==> src/rtl/reorder_buffer_pkg.sv <==
// Shared types for the reorder buffer: depth, tag/preg widths and the entry layout.
package reorder_buffer_pkg;

    localparam int ROB_DEPTH = 16;
    localparam int TAG_W     = 5;
    localparam int IDX_W     = 4;
    localparam int PREG_W    = 7;
    localparam int PC_W      = 32;
    localparam int CTR_W     = 5;

    typedef logic [TAG_W-1:0]  tag_t;
    typedef logic [IDX_W-1:0]  idx_t;
    typedef logic [PREG_W-1:0] preg_t;
    typedef logic [CTR_W-1:0]  ctr_t;

    typedef struct packed {
        logic            valid;
        logic            complete;
        preg_t           pd_new;
        preg_t           pd_old;
        logic [PC_W-1:0] pc;
    } rob_entry_t;

    // Distance of an index from the head; larger means younger in program order.
    function automatic idx_t age_of(input idx_t idx, input idx_t head);
        return idx - head;
    endfunction

endpackage

==> src/rtl/reorder_buffer.sv <==
// 16-entry circular reorder buffer: in-order allocate/retire, out-of-order
// completion from three FUs, and squash of everything younger than a mispredicted branch.
module reorder_buffer
    import reorder_buffer_pkg::*;
(
    input  logic        clk,
    input  logic        reset,
    input  logic        write_en,
    input  logic [6:0]  pd_new_in,
    input  logic [6:0]  pd_old_in,
    input  logic [31:0] pc_in,
    input  logic        fu_alu_done,
    input  logic        fu_b_done,
    input  logic        fu_mem_done,
    input  logic [4:0]  rob_fu_alu,
    input  logic [4:0]  rob_fu_b,
    input  logic [4:0]  rob_fu_mem,
    input  logic        br_mispredict,
    input  logic [4:0]  br_mispredict_tag,
    output logic [6:0]  preg_old,
    output logic        valid_retired,
    output logic        mispredict,
    output logic [4:0]  mispredict_tag,
    output logic        full,
    output logic [4:0]  ptr
);

    // Strobe semantics: write_en is accepted only when full is low (no stall
    // back-pressure beyond full); valid_retired and mispredict are one-cycle
    // pulses with their payload (preg_old / mispredict_tag) valid in the same cycle.

    rob_entry_t           entries [ROB_DEPTH];
    idx_t                 head;
    idx_t                 tail;
    ctr_t                 ctr;

    logic                 retire;
    logic                 alloc;
    idx_t                 head_next;
    idx_t                 br_idx;
    logic [ROB_DEPTH-1:0] kill;
    logic [ROB_DEPTH-1:0] done_vec;
    logic                 unused_bits;

    assign full      = (ctr == CTR_W'(ROB_DEPTH));
    assign ptr       = {1'b0, tail};
    assign retire    = entries[head].valid && entries[head].complete;
    // A flush in the same cycle wins over a new allocation.
    assign alloc     = write_en && !full && !br_mispredict;
    assign head_next = head + idx_t'(retire);
    assign br_idx    = br_mispredict_tag[IDX_W-1:0];

    assign unused_bits = ^{br_mispredict_tag[TAG_W-1], entries[head].pd_new, entries[head].pc};

    always_comb begin
        kill     = '0;
        done_vec = '0;
        for (int i = 0; i < ROB_DEPTH; i++) begin
            // Age relative to the current head separates older from younger entries.
            kill[i]     = br_mispredict &&
                          (age_of(idx_t'(i), head) > age_of(br_idx, head));
            done_vec[i] = (fu_alu_done && rob_fu_alu == TAG_W'(i)) ||
                          (fu_b_done   && rob_fu_b   == TAG_W'(i)) ||
                          (fu_mem_done && rob_fu_mem == TAG_W'(i));
        end
    end

    // Entry storage; later assignments take priority (a squash overrides completion).
    always_ff @(posedge clk or posedge reset) begin
        if (reset) begin
            for (int i = 0; i < ROB_DEPTH; i++) begin
                entries[i] <= '0;
            end
        end else begin
            for (int i = 0; i < ROB_DEPTH; i++) begin
                if (done_vec[i] && entries[i].valid) begin
                    entries[i].complete <= 1'b1;
                end
                if (retire && idx_t'(i) == head) begin
                    entries[i].valid <= 1'b0;
                end
                if (alloc && idx_t'(i) == tail) begin
                    entries[i].valid    <= 1'b1;
                    entries[i].complete <= 1'b0;
                    entries[i].pd_new   <= pd_new_in;
                    entries[i].pd_old   <= pd_old_in;
                    entries[i].pc       <= pc_in;
                end
                if (kill[i]) begin
                    entries[i].valid    <= 1'b0;
                    entries[i].complete <= 1'b0;
                end
            end
        end
    end

    always_ff @(posedge clk or posedge reset) begin
        if (reset) begin
            head <= '0;
            tail <= '0;
            ctr  <= '0;
        end else begin
            head <= head_next;
            if (br_mispredict) begin
                tail <= br_idx + idx_t'(1);
                ctr  <= CTR_W'(idx_t'(br_idx - head_next)) + CTR_W'(1);
            end else begin
                if (alloc) begin
                    tail <= tail + idx_t'(1);
                end
                ctr <= ctr + CTR_W'(alloc) - CTR_W'(retire);
            end
        end
    end

    always_ff @(posedge clk or posedge reset) begin
        if (reset) begin
            preg_old       <= '0;
            valid_retired  <= 1'b0;
            mispredict     <= 1'b0;
            mispredict_tag <= '0;
        end else begin
            valid_retired <= retire;
            if (retire) begin
                preg_old <= entries[head].pd_old;
            end
            mispredict <= br_mispredict;
            if (br_mispredict) begin
                mispredict_tag <= br_mispredict_tag;
            end
        end
    end

endmodule

==> config.mk <==
export PLATFORM = sky130hd
export DESIGN_NAME = reorder_buffer
export DESIGN_NICKNAME = d
export VERILOG_FILES = /design/src/rtl/reorder_buffer_pkg.sv /design/src/rtl/reorder_buffer.sv
export SDC_FILE = /design/constraint.sdc
export NUM_CORES = 1
export LEC_CHECK = 0
export CAP_MARGIN = 20
export CORE_MARGIN = 2
export CORE_UTILIZATION = 45
export CTS_CLUSTER_SIZE = 30
export DETAILED_ROUTE_END_ITERATION = 16
export HOLD_SLACK_MARGIN = 0.03
export PLACE_DENSITY_LB_ADDON = 0.2
export SLEW_MARGIN = 20
export SYNTH_ARGS = -nofsm -noshare
export SYNTH_HDL_FRONTEND = slang
export SYNTH_SLANG_ARGS = --single-unit
==> constraint.sdc <==
create_clock -name clk -period 5.4 [get_ports clk]
set_clock_uncertainty 0.1 [all_clocks]
set_input_delay 1.08 -clock clk [delete_from_list [all_inputs] [get_ports clk]]
set_output_delay 1.08 -clock clk [all_outputs]
set_load 0.05 [all_outputs]
[After elaboration in Yosys (flattened, before gate mapping)]
Index checks and enable logic that the tools add are counted.
Storage, ports and cells
  register bits: 795
  bits of input ports: 73
  output and inout bits: 20
  logic and storage cells: 462
Cells by class
  add/subtract/negate cells: 24
  $lt $le $gt $ge: 17
  eq/ne operators: 76
  mux-type cells: 70
  bitwise operators: 1
  reductions and logical operators: 187
Operators with widths (count)
  2-to-1 mux 48 bit: 18
  binary-select mux 48 bit (select 4 bit): 1
  equality test 5 x 4 -> 1 bit (second input constant): 24
  logical AND 1 bit: 115
  nonzero test 3 bit: 32
  equality test 4 bit (first input constant): 16
  greater-than comparator 4 bit: 16
  equality test 5 x 3 -> 1 bit (second input constant): 12
  equality test 3 x 4 -> 1 bit (first input constant): 8
  logical OR 1 bit: 32
  2-to-1 mux 1 bit: 32
  2-to-1 mux 2 bit: 16
  subtractor 4 bit (first input constant): 8
  equality test 5 x 2 -> 1 bit (second input constant): 6
  equality test 2 x 4 -> 1 bit (first input constant): 4
  subtractor 3 x 4 -> 4 bit (first input constant): 4
  equality test 5 x 1 -> 1 bit (second input constant): 3
  zero test 5 bit: 3
  adder 4 x 1 -> 4 bit (second input constant): 2
  equality test 1 x 4 -> 1 bit (first input constant): 2
  zero test 4 bit: 2
  2-to-1 mux 4 bit: 2
  subtractor 1 x 4 -> 4 bit (first input constant): 2
  subtractor 2 x 4 -> 4 bit (first input constant): 2
  11 further kinds: 13

[Longest topological paths before layout]
  depth in word-level cells: 9
  depth in mapped cells: 16
  mapped depth without buffers: 15

[Worst setup path before layout]
OpenSTA, ideal clock, no wires.
  path type: register to register
  from: register head[0]
  to: register ctr[3]
  setup time: 0.125 ns
  data arrival time: 3.699 ns
  required time: 5.175 ns
  path slack: 1.477 ns
  stages on the path, launching flop included: 15
  path buffers: 2
  period minus slack after synthesis: 3.923 ns
  cell sequence: dfrtp_1 -> buf_6 -> inv_6 -> mux4_2 -> mux4_2 -> buf_2 -> inv_1 -> ha_1 -> ha_1 -> fa_1 -> xor2_1 -> xnor2_1 -> nand3_1 -> xnor3_1 -> mux2_2
On the way
  word-level cells in the longest chain between the ends: 9
  elaborated cells on any way between the ends: 10
  those cells by class: 4 x add/sub; 4 x mux; 1 x bitwise; 1 x reduce/logical
Ends and longest elaborated chain
  start: declaration: RTL line reorder_buffer.sv:33  | idx_t head;
  start signal: assignment: RTL line reorder_buffer.sv:103  | head <= head_next;
  inverter 4 -> 5 bit (not written as such): RTL line reorder_buffer.sv:47  | assign retire = entries[head].valid && entries[head].complete;
  binary-select mux 48 bit (select 4 bit): RTL line reorder_buffer.sv:47
  2-to-1 mux 48 bit (2 in series)
  logical AND 1 bit: RTL line reorder_buffer.sv:47
  via retire: RTL line reorder_buffer.sv:37  | logic retire;
  adder 4 x 1 -> 4 bit: RTL line reorder_buffer.sv:50  | assign head_next = head + idx_t'(retire);
  via head_next[1]: RTL line reorder_buffer.sv:39  | idx_t head_next;
  subtractor 4 bit: RTL line reorder_buffer.sv:106  | ctr <= CTR_W'(idx_t'(br_idx - head_next)) + CTR_W'(1);
  adder 4 x 1 -> 5 bit: RTL line reorder_buffer.sv:106
  2-to-1 mux 5 bit: RTL line reorder_buffer.sv:104  | if (br_mispredict) begin
  end signal: assignment: RTL line reorder_buffer.sv:106
  end signal: assignment: RTL line reorder_buffer.sv:111  | ctr <= ctr + CTR_W'(alloc) - CTR_W'(retire);
  end: declaration: RTL line reorder_buffer.sv:35  | ctr_t ctr;
The timed path passes the listed nets, and every way through them passes these cells. The select of a mux whose other input is x is not followed.
A chain may end at the register's enable or synchronous reset.

[Final worst setup path]
  from: register head[1]
  to: register ctr[3]
The elaborated chain is that of the path after synthesis.

==> metrics.md <==
| Metric | Value |
|---|---|
| Clock Sinks | ~170 |
| Resized cells post-CTS | 0 |
| Worst-Margin Slew | 927 ps |
| Share of cells above drive strength 1 | 25.9% |
| Pleak | between 5 and 6 nW |
| DRC errors left | 0 |
| P&R area growth vs syn | 15.8% |
| Highest clock rate | around 240 MHz |
| Crit path time final | 4110 ps |
| Setup_tns | 0 ps |
| CP Launch Type | flip-flop |
| I/O Pins | between 90 and 100 |
| Flops & latches, synth | between 150 and 200 |
| DIE AREA | ~0.023 mm^2 |
| Async SR Flop Fraction | 100% |
| Port bufs | 52 |
| Synth Warn # | 0 |
| RSZ-0062 raised after global routing | false |
| Syn_nets | between 900 and 1000 |
| CTS buffer count | 17 |
| DRT iter0 DRCs | between 400 and 500 |
| Average wire per cell in the routed design | about 21 um |
| Fin. Hold Viols | 0 |
| Area share of the largest cell type after synthesis | a little over two fifths |
| Initial antenna violation count | 0 |
| Chip Width | between 150 and 200 um |
| Antenna cells | 0 |
| First-pass DRT Iterations | 6 |
| Worst-Skew Late Latency | 440 ps |
| Hold Crit Class | flip-flop to flip-flop |
| Global-route wire length before repair | approximately 38000 um |
| CP Capture Type | flip-flop |
| Period Utilization, post-route | between 70% and 80% |
| Starting density of the core | 45.4% |
| Synth Flop Type | dfrtp_1 |
| Critical Path AT | 4330 ps |
| Netlist cell types | 57 |
| CORE AREA | around 0.022 mm^2 |
| Clock tree buffer depth | 2 |
| # nets final | between 1000 and 1500 |
| Status | complete, no violations |
| Required time of the critical path | between 5000 and 6000 ps |
| Hold WS | ~400 ps |
| Most frequent cells after synthesis | 171 x dfrtp_1, 119 x mux2_2, 65 x nand2_1 |
| Peak VDD IR | 0.248 mV |
| Clk pin slew, worst setup/hold paths | roughly 70 ps |
| Die Y | 152 um |
| WL final | ~24000 um |
| Slew Viols, Final | 0 |
| Hold-fix buffers, CTS | 0 |
| GRT Total Usage | around 22% |
| Num rows | 54 |
| DR vias/cell | approximately 5.7 |
| Overflow after GRT | 0 |
| CTS tree | built |
| EDFF count, synth | 0 |
| Final antenna-violating net count | 0 |
| Synth area leaders | dfrtp_1 44%, mux2_2 14%, mux4_2 9.2%, ha_1 7.1%, nand2_1 2.5% |
| Fillers | roughly 1900 |
| Vias in the first global route | 6722 |
| Post-CTS Setup Inserts | 0 |
| Crit Path Class | flip-flop to flip-flop |
| Relative slew slack | roughly two fifths |
| Max-cap violations | 0 |
| Register area | around 0.0043 mm^2 |
| H-tree levels | 4 |
| Pwr per Cell Area | just over 500 mW/mm^2 |
| Post-synthesis instance total | slightly above 800 |
| Vias | around 6700 |
| Synth Area per Inst | between 10 and 15 um^2 |
| Critical Path Fanout Max | 11 |
| Yosys top cell by area | dfrtp_1 |
| Final Setup Violations | 0 |
| Root Driver | clkbuf_16 |
| Register area share after synthesis | between 40% and 50% |
| Routability congestion estimate | approximately 0.83 |
| Top-count cell post-synth | dfrtp_1 |
| Post-Syn Area | ~0.01 mm^2 |
| Area of the multi-input gates | 0.00516 mm^2 |
| Pin count of the biggest net entering global routing | about 170 |
| DP HPWL | approximately 16000 um |
-- layout by cell type (no fill, tap or decap), types with 6 or more instances in the layout --
cell               n
a21o_1             8
nand2_1           65
a41oi_1            8
ha_1              56
nand2b_1          10
nor3_1             6
nor2_1            29
clkbuf_16         17
a22oi_1            6
o31ai_1            9
nor2b_1           15
clkdlybuf4s50_1   52
o21a_1             8
a211oi_1           6
o21ai_0           20
mux2_2           119
xnor2_1           18
buf_4             22
nand3_1           19
inv_8              6
xor2_1            11
a21oi_1           22
inv_1             51
dfrtp_1          169
mux4_2            40
a21boi_0           9
-- path summary, 6_finish.rpt --
kind	startpoint	endpoint	slack, ps	cells past startpoint
setup / recovery	head[1]	ctr[3]	1290	12
hold / removal	entries[718]	entries[718]	400	2
setup reg to reg	head[1]	ctr[3]	1290	12
hold reg to reg	entries[718]	entries[718]	400	2
max in group asynchronous	reset	head[1]	3330	3
min in group asynchronous	reset	entries[566]	1140	3
-- final cells by class --
| class | count | area share, % |
|---|---|---|
| Clock inverter | 15 | 1.97 |
| Sequential cell | 171 | 37.7 |
| Timing Repair Buffer | 75 | 6.21 |
| Clock buffer | 17 | 3.74 |
| Inverter | 55 | 1.89 |
| Multi-Input combinational cell | 554 | 45.4 |
| Tap cell | 280 | 3.08 |
-- registers in the layout, indices dropped and copies added, names as in the netlist --
| register | cells |
|---|---|
| ctr | 5 |
| entries | 144 |
| head | 4 |
| mispredict | 1 |
| mispredict_tag | 5 |
| preg_old | 7 |
| tail | 4 |
| valid_retired | 1 |
-- kinds of logic (layout without fill, tap and decap cells) --
logic type      count (synthesis)  in the layout  share of synthesized area (%)
flops                         171            171                           43.6
other cells                     1              1                         0.0382
simple gates                  173            173                           9.12
xor+xnor                       30             30                           2.82
mux                           166            166                           23.8
compound gates                124            124                           8.84
buf+inv                        90            162                           3.80
fa+ha+maj                      60             60                           7.96
-- worst max-delay path: stages, from the launching register on --
cell	delay, ps
dfrtp_2	400
inv_1	410
mux4_2	420
mux4_2	550
inv_1	150
ha_1	190
ha_1	280
fa_1	410
xor2_1	160
xnor2_1	320
nand3_1	130
xnor3_1	200
mux2_2	270
-- per-stage QoR --
stage	std cells	setup slack (ps)	cell area (um^2)	utilization, %	total power [mW]
floorplan	815	1480	9810	-	3.93
global placement	1135	1310	10700	49.5	4.48
detailed placement	1135	1280	10700	49.5	4.55
CTS	1167	1310	11400	52.5	5.90
global route	1167	1140	11400	52.5	6.25
finish	1167	1290	11400	52.5	5.86
-- routing by layer --
metal,routed length (um),up-vias,track usage (%)
li1,-,3097,-
met1,10800,3366,31.0
met2,11300,189,35.5
met3,1570,29,3.74
met4,453,0,6.25
met5,0,-,0
-- power by group --
part	total, mW	internal, mW	switching, mW
logic	2.49	1.28	1.21
clock network	1.34	0.757	0.585
registers	2.03	1.76	0.268
total	5.86	3.79	2.07
Power figures use the tool's default switching activity.
